## config.mk

```make
export PLATFORM = sky130hd
export DESIGN_NAME = ex_result_buffer_flat
export DESIGN_NICKNAME = d
export VERILOG_FILES = /design/src/rtl/ex_result_buffer_if.sv /design/src/rtl/ex_result_buffer.sv /design/src/flat_wrapper.sv
export SDC_FILE = /design/constraint.sdc
export NUM_CORES = 1
export LEC_CHECK = 0
export ABC_AREA = 0
export CORE_ASPECT_RATIO = 1.25
export CORE_MARGIN = 4
export CORE_UTILIZATION = 40
export DETAILED_ROUTE_END_ITERATION = 7
export GPL_TIMING_DRIVEN = 1
export HOLD_SLACK_MARGIN = 0.05
export PLACE_DENSITY_LB_ADDON = 0.25
export SLEW_MARGIN = 20
export SYNTH_ARGS = -nofsm -noshare
export SYNTH_HDL_FRONTEND = slang
export SYNTH_SLANG_ARGS = --single-unit
```

## constraint.sdc

```tcl
create_clock -name clk -period 5.65 [get_ports clk]
set_input_delay 0.8475 -clock clk [delete_from_list [all_inputs] [get_ports clk]]
set_output_delay 0.8475 -clock clk [all_outputs]
set_load 0.02 [all_outputs]
```

## src/rtl/ex_result_buffer_if.sv

```systemverilog
// Execute-stage result buffer bus: producer (ALU) side, consumer (MEM/WB) side and
// the forwarding lookup toward the ALU operand busses.
interface ex_result_buffer_if #(
    parameter int unsigned WIDTH   = 32,
    parameter int unsigned REGBITS = 5
);
    logic               in_valid;
    logic               in_ready;
    logic [WIDTH-1:0]   in_result;
    logic               in_carry;
    logic               in_zero;
    logic               in_overflow;
    logic               in_negative;
    logic [REGBITS-1:0] in_rd;
    logic               in_wen;

    logic               out_valid;
    logic               out_ready;
    logic [WIDTH-1:0]   out_result;
    logic [3:0]         out_flags;
    logic [REGBITS-1:0] out_rd;
    logic               out_wen;

    logic [REGBITS-1:0] fwd_rs;
    logic [REGBITS-1:0] fwd_rt;
    logic               fwd_a_hit;
    logic [WIDTH-1:0]   fwd_a_data;
    logic               fwd_b_hit;
    logic [WIDTH-1:0]   fwd_b_data;

    logic [1:0]         count;

    // Driver of inputs / consumer of outputs (pipeline and test environment).
    modport master (
        output in_valid, in_result, in_carry, in_zero, in_overflow, in_negative, in_rd, in_wen,
        output out_ready, fwd_rs, fwd_rt,
        input  in_ready, out_valid, out_result, out_flags, out_rd, out_wen,
        input  fwd_a_hit, fwd_a_data, fwd_b_hit, fwd_b_data, count
    );

    // The buffer itself.
    modport slave (
        input  in_valid, in_result, in_carry, in_zero, in_overflow, in_negative, in_rd, in_wen,
        input  out_ready, fwd_rs, fwd_rt,
        output in_ready, out_valid, out_result, out_flags, out_rd, out_wen,
        output fwd_a_hit, fwd_a_data, fwd_b_hit, fwd_b_data, count
    );
endinterface

```

## src/rtl/ex_result_buffer.sv

```systemverilog
// Two-entry FIFO between execute and MEM/WB. Holds ALU results and flags so a downstream
// stall never drops one, and forwards buffered results back to the ALU operands.
module ex_result_buffer #(
    parameter int unsigned WIDTH   = 32,
    parameter int unsigned REGBITS = 5
) (
    input logic               clk,
    input logic               reset,
    input logic               flush,
    ex_result_buffer_if.slave bus
);
    logic [WIDTH-1:0]   result_q [2];
    logic [WIDTH-1:0]   result_d [2];
    logic [3:0]         flags_q  [2];
    logic [3:0]         flags_d  [2];
    logic [REGBITS-1:0] rd_q     [2];
    logic [REGBITS-1:0] rd_d     [2];
    logic [1:0]         wen_q;
    logic [1:0]         wen_d;
    logic               rd_ptr_q;
    logic               rd_ptr_d;
    logic               wr_ptr_q;
    logic               wr_ptr_d;
    logic [1:0]         count_q;
    logic [1:0]         count_d;

    logic               push;
    logic               pop;

    // Forwarding candidates: youngest sits just behind the write pointer; the older one is
    // the head and is only distinct from the youngest when the buffer is full.
    logic               young_idx;
    logic               old_idx;
    logic               young_ok;
    logic               old_ok;

    // Handshake and head-entry outputs; all come straight from registered state.
    always_comb begin
        bus.in_ready   = (count_q != 2'd2);
        bus.out_valid  = (count_q != 2'd0);
        bus.out_result = result_q[rd_ptr_q];
        bus.out_flags  = flags_q[rd_ptr_q];
        bus.out_rd     = rd_q[rd_ptr_q];
        bus.out_wen    = wen_q[rd_ptr_q];
        bus.count      = count_q;
    end

    // Next-state: flush squashes occupancy but leaves storage; push in a flush cycle is dropped.
    always_comb begin
        push     = bus.in_valid & (count_q != 2'd2);
        pop      = bus.out_ready & (count_q != 2'd0);
        result_d = result_q;
        flags_d  = flags_q;
        rd_d     = rd_q;
        wen_d    = wen_q;
        rd_ptr_d = rd_ptr_q;
        wr_ptr_d = wr_ptr_q;
        count_d  = count_q;
        if (flush) begin
            rd_ptr_d = 1'b0;
            wr_ptr_d = 1'b0;
            count_d  = 2'd0;
        end else begin
            if (push) begin
                result_d[wr_ptr_q] = bus.in_result;
                flags_d[wr_ptr_q]  = {bus.in_negative, bus.in_overflow, bus.in_zero,
                                      bus.in_carry};
                rd_d[wr_ptr_q]     = bus.in_rd;
                wen_d[wr_ptr_q]    = bus.in_wen;
                wr_ptr_d           = ~wr_ptr_q;
            end
            if (pop) begin
                rd_ptr_d = ~rd_ptr_q;
            end
            case ({push, pop})
                2'b10:   count_d = count_q + 2'd1;
                2'b01:   count_d = count_q - 2'd1;
                default: count_d = count_q;
            endcase
        end
    end

    // State registers; reset also clears storage so the head reads as zero.
    always_ff @(posedge clk) begin
        if (reset) begin
            for (int i = 0; i < 2; i++) begin
                result_q[i] <= '0;
                flags_q[i]  <= '0;
                rd_q[i]     <= '0;
            end
            wen_q    <= '0;
            rd_ptr_q <= 1'b0;
            wr_ptr_q <= 1'b0;
            count_q  <= 2'd0;
        end else begin
            result_q <= result_d;
            flags_q  <= flags_d;
            rd_q     <= rd_d;
            wen_q    <= wen_d;
            rd_ptr_q <= rd_ptr_d;
            wr_ptr_q <= wr_ptr_d;
            count_q  <= count_d;
        end
    end

    // Forwarding lookup; youngest matching entry wins, register 0 never hits.
    always_comb begin
        young_idx      = ~wr_ptr_q;
        old_idx        = rd_ptr_q;
        young_ok       = (count_q != 2'd0) && wen_q[young_idx] && (rd_q[young_idx] != '0);
        old_ok         = (count_q == 2'd2) && wen_q[old_idx] && (rd_q[old_idx] != '0);
        bus.fwd_a_hit  = 1'b0;
        bus.fwd_a_data = '0;
        bus.fwd_b_hit  = 1'b0;
        bus.fwd_b_data = '0;
        if (young_ok && (rd_q[young_idx] == bus.fwd_rs)) begin
            bus.fwd_a_hit  = 1'b1;
            bus.fwd_a_data = result_q[young_idx];
        end else if (old_ok && (rd_q[old_idx] == bus.fwd_rs)) begin
            bus.fwd_a_hit  = 1'b1;
            bus.fwd_a_data = result_q[old_idx];
        end
        if (young_ok && (rd_q[young_idx] == bus.fwd_rt)) begin
            bus.fwd_b_hit  = 1'b1;
            bus.fwd_b_data = result_q[young_idx];
        end else if (old_ok && (rd_q[old_idx] == bus.fwd_rt)) begin
            bus.fwd_b_hit  = 1'b1;
            bus.fwd_b_data = result_q[old_idx];
        end
    end
endmodule

```

## src/flat_wrapper.sv

```systemverilog
// flat-port wrapper written by rule: the top's interface ports become plain ports
module ex_result_buffer_flat 
#(
    parameter int unsigned WIDTH   = 32,
    parameter int unsigned REGBITS = 5
)
  (clk, reset, flush, bus_in_valid, bus_in_result, bus_in_carry, bus_in_zero, bus_in_overflow, bus_in_negative, bus_in_rd, bus_in_wen, bus_out_ready, bus_fwd_rs, bus_fwd_rt, bus_in_ready, bus_out_valid, bus_out_result, bus_out_flags, bus_out_rd, bus_out_wen, bus_fwd_a_hit, bus_fwd_a_data, bus_fwd_b_hit, bus_fwd_b_data, bus_count);
  ex_result_buffer_if #(.WIDTH(WIDTH), .REGBITS(REGBITS)) bus_i ();
  input logic clk;
  input logic reset;
  input logic flush;
  input wire logic [$bits(bus_i.in_valid)-1:0] bus_in_valid;
  input wire logic [$bits(bus_i.in_result)-1:0] bus_in_result;
  input wire logic [$bits(bus_i.in_carry)-1:0] bus_in_carry;
  input wire logic [$bits(bus_i.in_zero)-1:0] bus_in_zero;
  input wire logic [$bits(bus_i.in_overflow)-1:0] bus_in_overflow;
  input wire logic [$bits(bus_i.in_negative)-1:0] bus_in_negative;
  input wire logic [$bits(bus_i.in_rd)-1:0] bus_in_rd;
  input wire logic [$bits(bus_i.in_wen)-1:0] bus_in_wen;
  input wire logic [$bits(bus_i.out_ready)-1:0] bus_out_ready;
  input wire logic [$bits(bus_i.fwd_rs)-1:0] bus_fwd_rs;
  input wire logic [$bits(bus_i.fwd_rt)-1:0] bus_fwd_rt;
  output wire logic [$bits(bus_i.in_ready)-1:0] bus_in_ready;
  output wire logic [$bits(bus_i.out_valid)-1:0] bus_out_valid;
  output wire logic [$bits(bus_i.out_result)-1:0] bus_out_result;
  output wire logic [$bits(bus_i.out_flags)-1:0] bus_out_flags;
  output wire logic [$bits(bus_i.out_rd)-1:0] bus_out_rd;
  output wire logic [$bits(bus_i.out_wen)-1:0] bus_out_wen;
  output wire logic [$bits(bus_i.fwd_a_hit)-1:0] bus_fwd_a_hit;
  output wire logic [$bits(bus_i.fwd_a_data)-1:0] bus_fwd_a_data;
  output wire logic [$bits(bus_i.fwd_b_hit)-1:0] bus_fwd_b_hit;
  output wire logic [$bits(bus_i.fwd_b_data)-1:0] bus_fwd_b_data;
  output wire logic [$bits(bus_i.count)-1:0] bus_count;
  assign bus_i.in_valid = bus_in_valid;
  assign bus_i.in_result = bus_in_result;
  assign bus_i.in_carry = bus_in_carry;
  assign bus_i.in_zero = bus_in_zero;
  assign bus_i.in_overflow = bus_in_overflow;
  assign bus_i.in_negative = bus_in_negative;
  assign bus_i.in_rd = bus_in_rd;
  assign bus_i.in_wen = bus_in_wen;
  assign bus_i.out_ready = bus_out_ready;
  assign bus_i.fwd_rs = bus_fwd_rs;
  assign bus_i.fwd_rt = bus_fwd_rt;
  assign bus_in_ready = bus_i.in_ready;
  assign bus_out_valid = bus_i.out_valid;
  assign bus_out_result = bus_i.out_result;
  assign bus_out_flags = bus_i.out_flags;
  assign bus_out_rd = bus_i.out_rd;
  assign bus_out_wen = bus_i.out_wen;
  assign bus_fwd_a_hit = bus_i.fwd_a_hit;
  assign bus_fwd_a_data = bus_i.fwd_a_data;
  assign bus_fwd_b_hit = bus_i.fwd_b_hit;
  assign bus_fwd_b_data = bus_i.fwd_b_data;
  assign bus_count = bus_i.count;
  ex_result_buffer #(.WIDTH(WIDTH), .REGBITS(REGBITS)) u_core (.clk(clk), .reset(reset), .flush(flush), .bus(bus_i));
endmodule
```

# Yosys cells after proc, flatten, opt, wreduce, memory -nomap -nowiden
# Cells that the tools add are included.
[totals] out_inout_bits=112 in_bits=57 word_cells=92 register_bits=88
[classes] n_lt_le_gt_ge=8 n_reduce_logical=16 eq_ne=8 bitwise=8 mux=40 n_addsub=2
[op_table] cell="2-to-1 mux 32 bit" n=11
[op_table] cell="bitwise mux 64 bit" n=1
[op_table] cell="2-to-1 mux 5 bit" n=7
[op_table] cell="demux 32 bit (select 1 bit)" n=1
[op_table] cell="equality test 5 bit" n=4
[op_table] cell="2-to-1 mux 4 bit" n=4
[op_table] cell="bitwise mux 10 bit" n=1
[op_table] cell="logical AND 1 bit" n=10
[op_table] cell="nonzero test 5 bit" n=2
[op_table] cell="2-to-1 mux 1 bit" n=9
[op_table] cell="bitwise mux 8 bit" n=1
[op_table] cell="greater-or-equal comparator 2 bit (second input constant)" n=3
[op_table] cell="< comparator 1 x 2 -> 1 bit (second input constant)" n=3
[op_table] cell="NOT 1 -> 2 bit" n=3
[op_table] cell="demux 5 bit (select 1 bit)" n=1
[op_table] cell="demux 4 bit (select 1 bit)" n=1
[op_table] cell="equality test 2 bit (second input constant)" n=2
[op_table] cell="case mux 2 bit (2 select lines)" n=1
[op_table] cell="nonzero test 2 bit" n=2
[op_table] cell="NOT 1 bit" n=3
[op_table] cell="adder 2 x 1 -> 2 bit (second input constant)" n=1
[op_table] cell="bitwise AND 1 bit" n=2
[op_table] cell="bitwise mux 2 bit" n=1
[op_table] cell="equality test 2 x 1 -> 1 bit (second input constant)" n=1
[op_table] cell="7 further kinds" n=7

# Longest topological paths before layout
# Gate-level depths: netlist of run 1.
[depth] depth_word=9 ltp_mapped=9 depth_no_buf=7

# Worst setup path before layout of run 1
# Ideal clock, no wire load.
[synth_timing] kind="input to output" startpoint="input bus_fwd_rt[2]" endpoint="output bus_fwd_b_data[10]" stages=6 n_path_buf=1 arrival_time_ps=2066 setup_slack_ps=2736 cell_sequence="xnor2_1 nor3_2 nand4_2 o31ai_4 buf_6 a22o_1"
[synth_via] elab_chain_cells=4 word_cells_on_any_way=6
[synth_lines] item="start, declared" line_no="flat_wrapper.sv:22" text="input wire logic [$bits(bus_i.fwd_rt)-1:0] bus_fwd_rt;"
[synth_lines] item="equality test 5 bit" line_no="ex_result_buffer.sv:126" text="end else if (old_ok && (rd_q[old_idx] == bus.fwd_rt)) begin"
[synth_lines] item="logical AND 1 bit" line_no="ex_result_buffer.sv:126"
[synth_lines] item="2-to-1 mux 32 bit" line_no="ex_result_buffer.sv:126"
[synth_lines] item="2-to-1 mux 32 bit *" line_no="ex_result_buffer.sv:123" text="if (young_ok && (rd_q[young_idx] == bus.fwd_rt)) begin"
[synth_lines] item="end, declared" line_no="flat_wrapper.sv:32" text="output wire logic [$bits(bus_i.fwd_b_data)-1:0] bus_fwd_b_data;"
# Mark *: on every way between the ends. The rest lies on a longest branch, timed or not.

# Worst setup path in the final report of run 1
[layout_timing] startpoint="register u_core.rd_ptr_q, in the netlist u_core.old_idx" endpoint="output bus_fwd_a_data[28]"
[layout_via] elab_chain_cells=9 word_cells_on_any_way=16
[layout_lines] item="start, declared" line_no="ex_result_buffer.sv:20" text="logic rd_ptr_q;"
[layout_lines] item="start signal, assigned" line_no="ex_result_buffer.sv:100" text="rd_ptr_q <= rd_ptr_d;"
[layout_lines] item="NOT 1 -> 2 bit (implied by the code)" line_no="ex_result_buffer.sv:111, ex_result_buffer.sv:119, ex_result_buffer.sv:121"
[layout_lines] item="2-to-1 mux 5 bit (implied by the code) (3 in a row)" line_no="ex_result_buffer.sv:111, ex_result_buffer.sv:119"
[layout_lines] item="nonzero test 5 bit" line_no="ex_result_buffer.sv:111" text="old_ok = (count_q == 2'd2) && wen_q[old_idx] && (rd_q[old_idx] != '0);"
[layout_lines] item="logical AND 1 bit" line_no="ex_result_buffer.sv:111"
[layout_lines] item="logical AND 1 bit" line_no="ex_result_buffer.sv:119" text="end else if (old_ok && (rd_q[old_idx] == bus.fwd_rs)) begin"
[layout_lines] item="2-to-1 mux 32 bit *" line_no="ex_result_buffer.sv:119"
[layout_lines] item="2-to-1 mux 32 bit *" line_no="ex_result_buffer.sv:116" text="if (young_ok && (rd_q[young_idx] == bus.fwd_rs)) begin"
[layout_lines] item="end, declared" line_no="flat_wrapper.sv:30" text="output wire logic [$bits(bus_i.fwd_a_data)-1:0] bus_fwd_a_data;"
# Mark *: on every way between the ends. The rest lies on a longest branch, timed or not. The select of a mux whose other input is x is not followed.

==> metrics.md, run 1 <==
| Metric | Value |
|---|---|
| Outcome | `finished, final reports clean` |
| Sequential cell area | `about 1800 sq um` |
| PnR worst setup slack | `between 900 and 1000 ps` |
| Core area | `roughly 12000 sq um` |
| Placed cell count | `870` |
| Clk_skew | `5.67 ps` |
| Synth Area in Simple Gates | `0.187` |
| Die area | `around 14000 sq um` |
| WP buf/inv | `2` |
| Routed vias | `~4800` |
| Max Cap Viol | `0` |
| Tcrit/Tclk final | `0.824` |
| Number of clock sinks | `slightly below 90` |
| Seq/Total Area, Yosys | `0.364` |
| Design area | `6830 sq um` |
| Inserted Diodes | `0` |
| Post-CTS Setup Repair Bufs | `0` |
| Die W | `106 um` |
| RSZ-0062 raised after global routing | `no` |
| First-pass GRT wire length | `between 20000 and 25000 um` |
| Cell Area, Synth | `between 4000 and 5000 sq um` |
| Vias per cell | `about 5.4` |
| Grt met2 use | `0.392` |
| Post-cts resize count | `0` |
| Routability cong. | `about 0.8` |
| # H-tree levels | `3` |
| CP arrival | `around 3800 ps` |
| Total CTS buffers | `9` |
| Initial antenna violation count | `0` |
| # IOs | `roughly 170` |
| Largest family of logic cells by synthesized area | `compound AO/OA/AOI/OAI gates` |
| Mean area per synthesized cell | `roughly 8.4 sq um` |
| Worst ir drop on vdd | `around 0.11 mV` |
| Critical setup path kind | `reg2out` |
| Compound-gate portion of the synthesized area | `0.214` |
| Setup TNS Final | `0 ps` |
| Post-Route WL | `about 15000 um` |
| Max Fclk | `around 210 MHz` |
| Syn nets | `635` |
| Global-route met3 utilization | `0.0393` |
| Reg clk slew, reported paths | `roughly 60 ps` |
| Setup-failing EPs final | `0` |
| Slew Limit Headroom | `0.399` |
| DP HPWL | `approximately 11000 um` |
| Initial Util | `0.412` |
| Post-layout net count | `778` |
| Gr usage total | `0.211` |
| Hold Path Class | `reg2reg` |
| Hold-fix buffers, CTS | `0` |
| Power per cell area | `214 nW/um^2` |
| Cells after Synth | `a little under 600` |
| Grt peak-use layer | `met2` |
| Flip-flop and latch count after synthesis | `88` |
| XOR/XNOR share of the synthesized area | `0.0453` |
| Type of origin of the critical path | `flip-flop` |
| Global routing usage on met1 | `0.238` |
| Worst Max-Slew Pin Slew | `between 900 and 1000 ps` |
| Antenna Nets Post-Route | `0` |
| YS warnings | `0` |
| Max Root-Sink Buffers | `2` |
| CTS tree | `yes` |
| Core Rows | `44` |
| Slowest stage cell on the critical path | `dfxtp_2` |
| Leakage | `2.39 nW` |
| Die H | `131 um` |
| CP Data Required Time | `between 4000 and 5000 ps` |
| Area Overhead vs Synth | `41.1%` |
| Multi-input gate area | `around 2800 sq um` |
| Root buf cell | `clkbuf_16` |
| Period minus WS final | `~4700 ps` |
| Cell family with most CP delay | `multiplexers` |
| Max stage delay on crit path | `800 ps` |
| Vias in the first global route | `just under 5000` |
| Adder-cell share of the synthesized area | `0.00259` |
| # DRC | `0` |
| Final non-filler cell total | `886` |
| Critical-path maximum fanout | `26` |
| Mux contribution to synthesized area | `0.124` |
| Fill cell count | `about 1100` |
| Proportion of layout cells with a drive suffix above 1 | `0.120` |
| Synth unique cells | `34` |
| GRT overflow | `0` |
| I/O Buffers | `between 150 and 200` |
| Setup crit end kind | `output pin` |
| Pre-Repair DR Iteration Count | `5` |
| Max Transition Viols Final | `0` |
| Pin count of the biggest net entering global routing | `89` |
| Initial DRC Count | `around 180` |
| Critical path, cell by cell | `mux2_2 > xnor2_1 > and3_1 > nand3_1 > mux2i_4 > buf_4 > a22o_1 > clkdlybuf4s50_1` |
| Post-place setup slack | `1160 ps` |
| Worst-Skew Late Latency | `330 ps` |
| Placed Area | `around 6500 sq um` |
| Routed len/inst | `17.0 um` |
| Hold Vio Cnt, Final | `0` |
| Hold WS | `roughly 460 ps` |
## per-stage QoR
| stage | utilization | total power [mW] |
|---|---|---|
| 6_report | 0.582 | 1.46 |
| 5_1_grt | 0.582 | 1.52 |
| 4_1_cts | 0.582 | 1.47 |
| 3_5_place_dp | 0.557 | 0.891 |
| 3_3_place_gp | 0.557 | 0.884 |
| 2_1_floorplan | - | 0.787 |
## worst paths after layout
| kind | startpoint | end | slack [ps] | cells past startpoint |
|---|---|---|---|---|
| setup / recovery | u_core.old_idx | bus_fwd_a_data[28] | 990 | 8 |
| hold / removal | u_core.flags_q[3] | u_core.flags_q[3] | 460 | 2 |
| hold reg to reg | u_core.flags_q[3] | u_core.flags_q[3] | 460 | 2 |
| setup reg to reg | u_core.wr_ptr_q | u_core.flags_q[1] | 3160 | 5 |
## worst register-to-register path, delay by kind of cell (launching register included)
family          cells  cell delay, ps
compound gates      1              70
buf+inv             2             610
flops               1             780
simple gates        2             860
## kinds of logic after synthesis
logic type	Yosys count
buf+inv	53
compound gates	152
flops	88
fa+ha+maj	1
mux	51
xor+xnor	25
simple gates	207
## area by class of cell
cell class	instances	share of cell area
Tap cell	161	0.0295
Clock buffer	11	0.0356
Sequential cell	88	0.258
Clock inverter	5	0.00825
Multi-Input combinational cell	436	0.407
Timing Repair Buffer	179	0.258
Inverter	6	0.00330
## routing by layer
metal / part of all wire / up-vias
met1: 0.40 / 2296
met5: 0 / -
met4: 0.022 / 0
met2: 0.53 / 135
li1: - / 2293
met3: 0.049 / 26
## registers in the layout, summed over array words and instances (netlist names)
name              count
u_core.wen_q          2
u_core.bus.count      2
u_core.result_q      64
u_core.old_idx        1
u_core.flags_q        8
u_core.wr_ptr_q       1
u_core.rd_q          10
## placed cells by master, fill, tap and decap left out, drive strengths merged
cell and count:
nor4 2, clkbuf 11, xnor2 20, a21oi 86, a22o 64, buf 12
inv 6, nand3 1, mux2 39, clkdlybuf4s50 167, nand2 171, dfxtp 88
ha 1, clkinv 3, nand4 6, nor3 11, and2 2, bufinv 1
nor2 4, nand2b 2, or3 4, clkinvlp 1, o31ai 2, xor2 5
and3 2, mux2i 12, or2 1, nor2b 1
## Yosys cell counts
master | instances | share of area
and2_1 | 2 | 0.0026
mux2i_4 | 2 | 0.0093
clkbuf_1 | 33 | 0.026
dfxtp_1 | 88 | 0.36
nor2_1 | 4 | 0.0031
a22o_1 | 64 | 0.12
nor2b_1 | 1 | 0.0013
inv_1 | 5 | 0.0039
o31ai_4 | 2 | 0.0088
ha_1 | 1 | 0.0026
nand2_1 | 171 | 0.13
nand2b_1 | 2 | 0.0026
nor4_1 | 1 | 0.0013
mux2i_2 | 4 | 0.011
mux2i_1 | 6 | 0.012
buf_6 | 14 | 0.033
mux2_2 | 38 | 0.088
nor4_2 | 1 | 0.0026
mux2_1 | 1 | 0.0023
or2_2 | 1 | 0.0013
xnor2_1 | 20 | 0.036
or3_1 | 4 | 0.0052
nor3_2 | 4 | 0.0083
nand3_1 | 1 | 0.0010
and3_4 | 1 | 0.0023
xor2_1 | 5 | 0.0091
inv_2 | 1 | 0.00078
nand4_1 | 4 | 0.0052
a21oi_1 | 86 | 0.089
nor3_4 | 1 | 0.0034
and3_1 | 1 | 0.0013
nand4_4 | 1 | 0.0044
nor3_1 | 6 | 0.0062
nand4_2 | 1 | 0.0026
## power breakdown
group	leakage [nW]	internal (mW)	switching, mW
Clock	0.145	0.354	0.232
Combinational	1.53	0.105	0.106
Sequential	0.715	0.641	0.0243
Total	2.39	1.10	0.362
(Power assumes the default switching activity.)
==> run 2, diff against run 1 <==
clock period = 4.7 ns   (was 5.65 ns; I/O delays follow)
==> metrics.md, run 2 (synthesis gave the netlist of run 1 again) <==
| Metric | Value |
|---|---|
| Top flop regs | `u_core.result_q x64, u_core.rd_q x10, u_core.flags_q x8` |
| Pin count of the biggest net entering global routing | `46` |
| Core Rows | `44` |
| Placed cell count | `slightly below 900` |
| Critical-path maximum fanout | `32` |
| Inserted Diodes | `0` |
| Hold depth | `2` |
| CP arrival | `approximately 3600 ps` |
| Type of origin of the critical path | `flip-flop` |
| Most frequent cells in the layout | `171 x nand2_1, 167 x clkdlybuf4s50_1, 87 x dfxtp_1` |
| Max Root-Sink Buffers | `2` |
| Number of clock sinks | `88` |
| Antenna Nets Post-Route | `0` |
| Post-layout util | `0.584` |
| Final non-filler cell total | `roughly 890` |
| Critical setup path kind | `reg2out` |
| Sequential cell area | `~1800 sq um` |
| CTS tree | `yes` |
| Switch Pwr | `between 0.4 and 0.5 mW` |
| Initial DRC Count | `190` |
| # IOs | `roughly 170` |
| Pre-Repair DR Iteration Count | `5` |
| Power per cell area | `265 nW/um^2` |
| Biggest register | `u_core.result_q` |
| Reg clk slew, reported paths | `60 ps` |
| Sequential power share | `0.441` |
| Hold Path Class | `reg2reg` |
| Vias in the first global route | `around 4800` |
| Max Transition Viols Final | `0` |
| Cells on worst reg2reg path | `5` |
| Comb pwr share | `0.140` |
| Hold-fix buffers, CTS | `0` |
| I/O Buffers | `168` |
| Top layer in use | `met4` |
| Metal3 WL | `approximately 800 um` |
| Routed len/inst | `approximately 17 um` |
| Tcrit/Tclk final | `0.908` |
| Post-layout net count | `between 700 and 800` |
| Clock share of power | `0.419` |
| GRT overflow | `0` |
| Initial Util | `0.412` |
| M1 wire length | `6080 um` |
| Post-CTS Setup Repair Bufs | `0` |
| First-pass GRT wire length | `~24000 um` |
| DP HPWL | `10400 um` |
| Setup TNS Final | `0 ps` |
| Post-Route WL | `15100 um` |
| Max Cap Viol | `0` |
| CP Data Required Time | `about 4000 ps` |
| P_int | `1.37 mW` |
| Multi-input gate area | `roughly 2800 sq um` |
| Clk_skew | `8.12 ps` |
| RSZ-0062 raised after global routing | `no` |
| Switch share | `0.243` |
| Hold Vio Cnt, Final | `0` |
| Max FFs per register | `64` |
| Setup crit end kind | `output pin` |
| Total CTS buffers | `9` |
| Area Overhead vs Synth | `41.6%` |
| Core area | `11700 sq um` |
| Slew Limit Headroom | `0.480` |
| Vias per cell | `5.38` |
| Worst Max-Slew Pin Slew | `roughly 780 ps` |
| Gr usage total | `0.209` |
| Worst ir drop on vdd | `approximately 0.16 mV` |
| Max Fclk | `234 MHz` |
| Proportion of layout cells with a drive suffix above 1 | `0.121` |
| Period minus WS final | `~4300 ps` |
| Met2 wire len | `just under 8000 um` |
| Outcome | `finished, final reports clean` |
| Leakage | `~2.4 nW` |
| # DRC | `0` |
| Initial antenna violation count | `0` |
| Die area | `13900 sq um` |
| Root buf cell | `clkbuf_16` |
| Die W | `~110 um` |
| Fill cell count | `1074` |
| Routability cong. | `~0.86` |
| # H-tree levels | `3` |
| Setup-failing EPs final | `0` |
| Worst-Skew Late Latency | `330 ps` |
| Routed vias | `roughly 4800` |
| Commonest non-fill, non-tap cell in the layout | `nand2_1` |
| Die H | `roughly 130 um` |
| Post-cts resize count | `0` |
## run 2: cell count changes in the layout (fill, tap and decap cells not counted), sizes merged
| cell | previous run | this run |
|---|---|---|
| clkbuf | 11 | 10 |
| bufinv | 1 | 2 |
## run 2: metrics by stage
| step | instance area [sq um] | hold slack, ps | total power, mW | worst slack (ps) |
|---|---|---|---|---|
| final | 6850 | 455 | 1.81 | 434 |
| after global routing | 6850 | 479 | 1.88 | 210 |
| after CTS | 6850 | 458 | 1.83 | 401 |
| after detailed placement | 6530 | 449 | 1.07 | 740 |
| after global placement | 6530 | 439 | 1.06 | 795 |
| after floorplan | 4840 | 433 | 0.946 | 2010 |
## run 2: area by class of cell
| type | instances | area share |
|---|---|---|
| multi-input cells | 436 | 0.406 |
| flip-flops and latches | 88 | 0.257 |
| repair buffers | 179 | 0.257 |
| clock buffers | 10 | 0.0349 |
| well taps | 161 | 0.0294 |
| clock inverters | 6 | 0.0121 |
| inverters | 6 | 0.00329 |
## run 2: worst max-delay path: stages, from the launching register on
cell and delay, ps:
dfxtp_2 790, mux2i_1 420, xnor2_1 130, nor3_2 300, nand4_1 190, mux2i_4 160
buf_4 400, a22o_1 200, clkdlybuf4s50_1 620
## run 2: power by group through the flow
stage	Sequential (mW)	Clock (mW)	Combinational, mW
finish	0.800	0.760	0.254
global route	0.804	0.802	0.274
CTS	0.800	0.772	0.256
detailed placement	0.816	0	0.254
global placement	0.814	0	0.249
floorplan	0.805	0	0.141
## run 2: per-layer routing
metal,vias to the layer above,global-route usage
met5,-,0
met4,0,0.0861
met2,159,0.376
met1,2299,0.244
met3,30,0.0378
li1,2283,-
## run 2: path summary, 6_finish.rpt
path | from | end | slack [ps]
max | u_core.old_idx | bus_fwd_a_data[18] | 430
min | u_core.flags_q[6] | u_core.flags_q[6] | 450
max reg2reg | u_core.wr_ptr_q | u_core.flags_q[0] | 2210
min reg2reg | u_core.flags_q[6] | u_core.flags_q[6] | 450
==> run 3, diff against run 2 <==
CAP_MARGIN = 20   (was not set)
==> results of run 3 <==
Same layout as run 2: the final DEF is identical, and so are final timing and power.
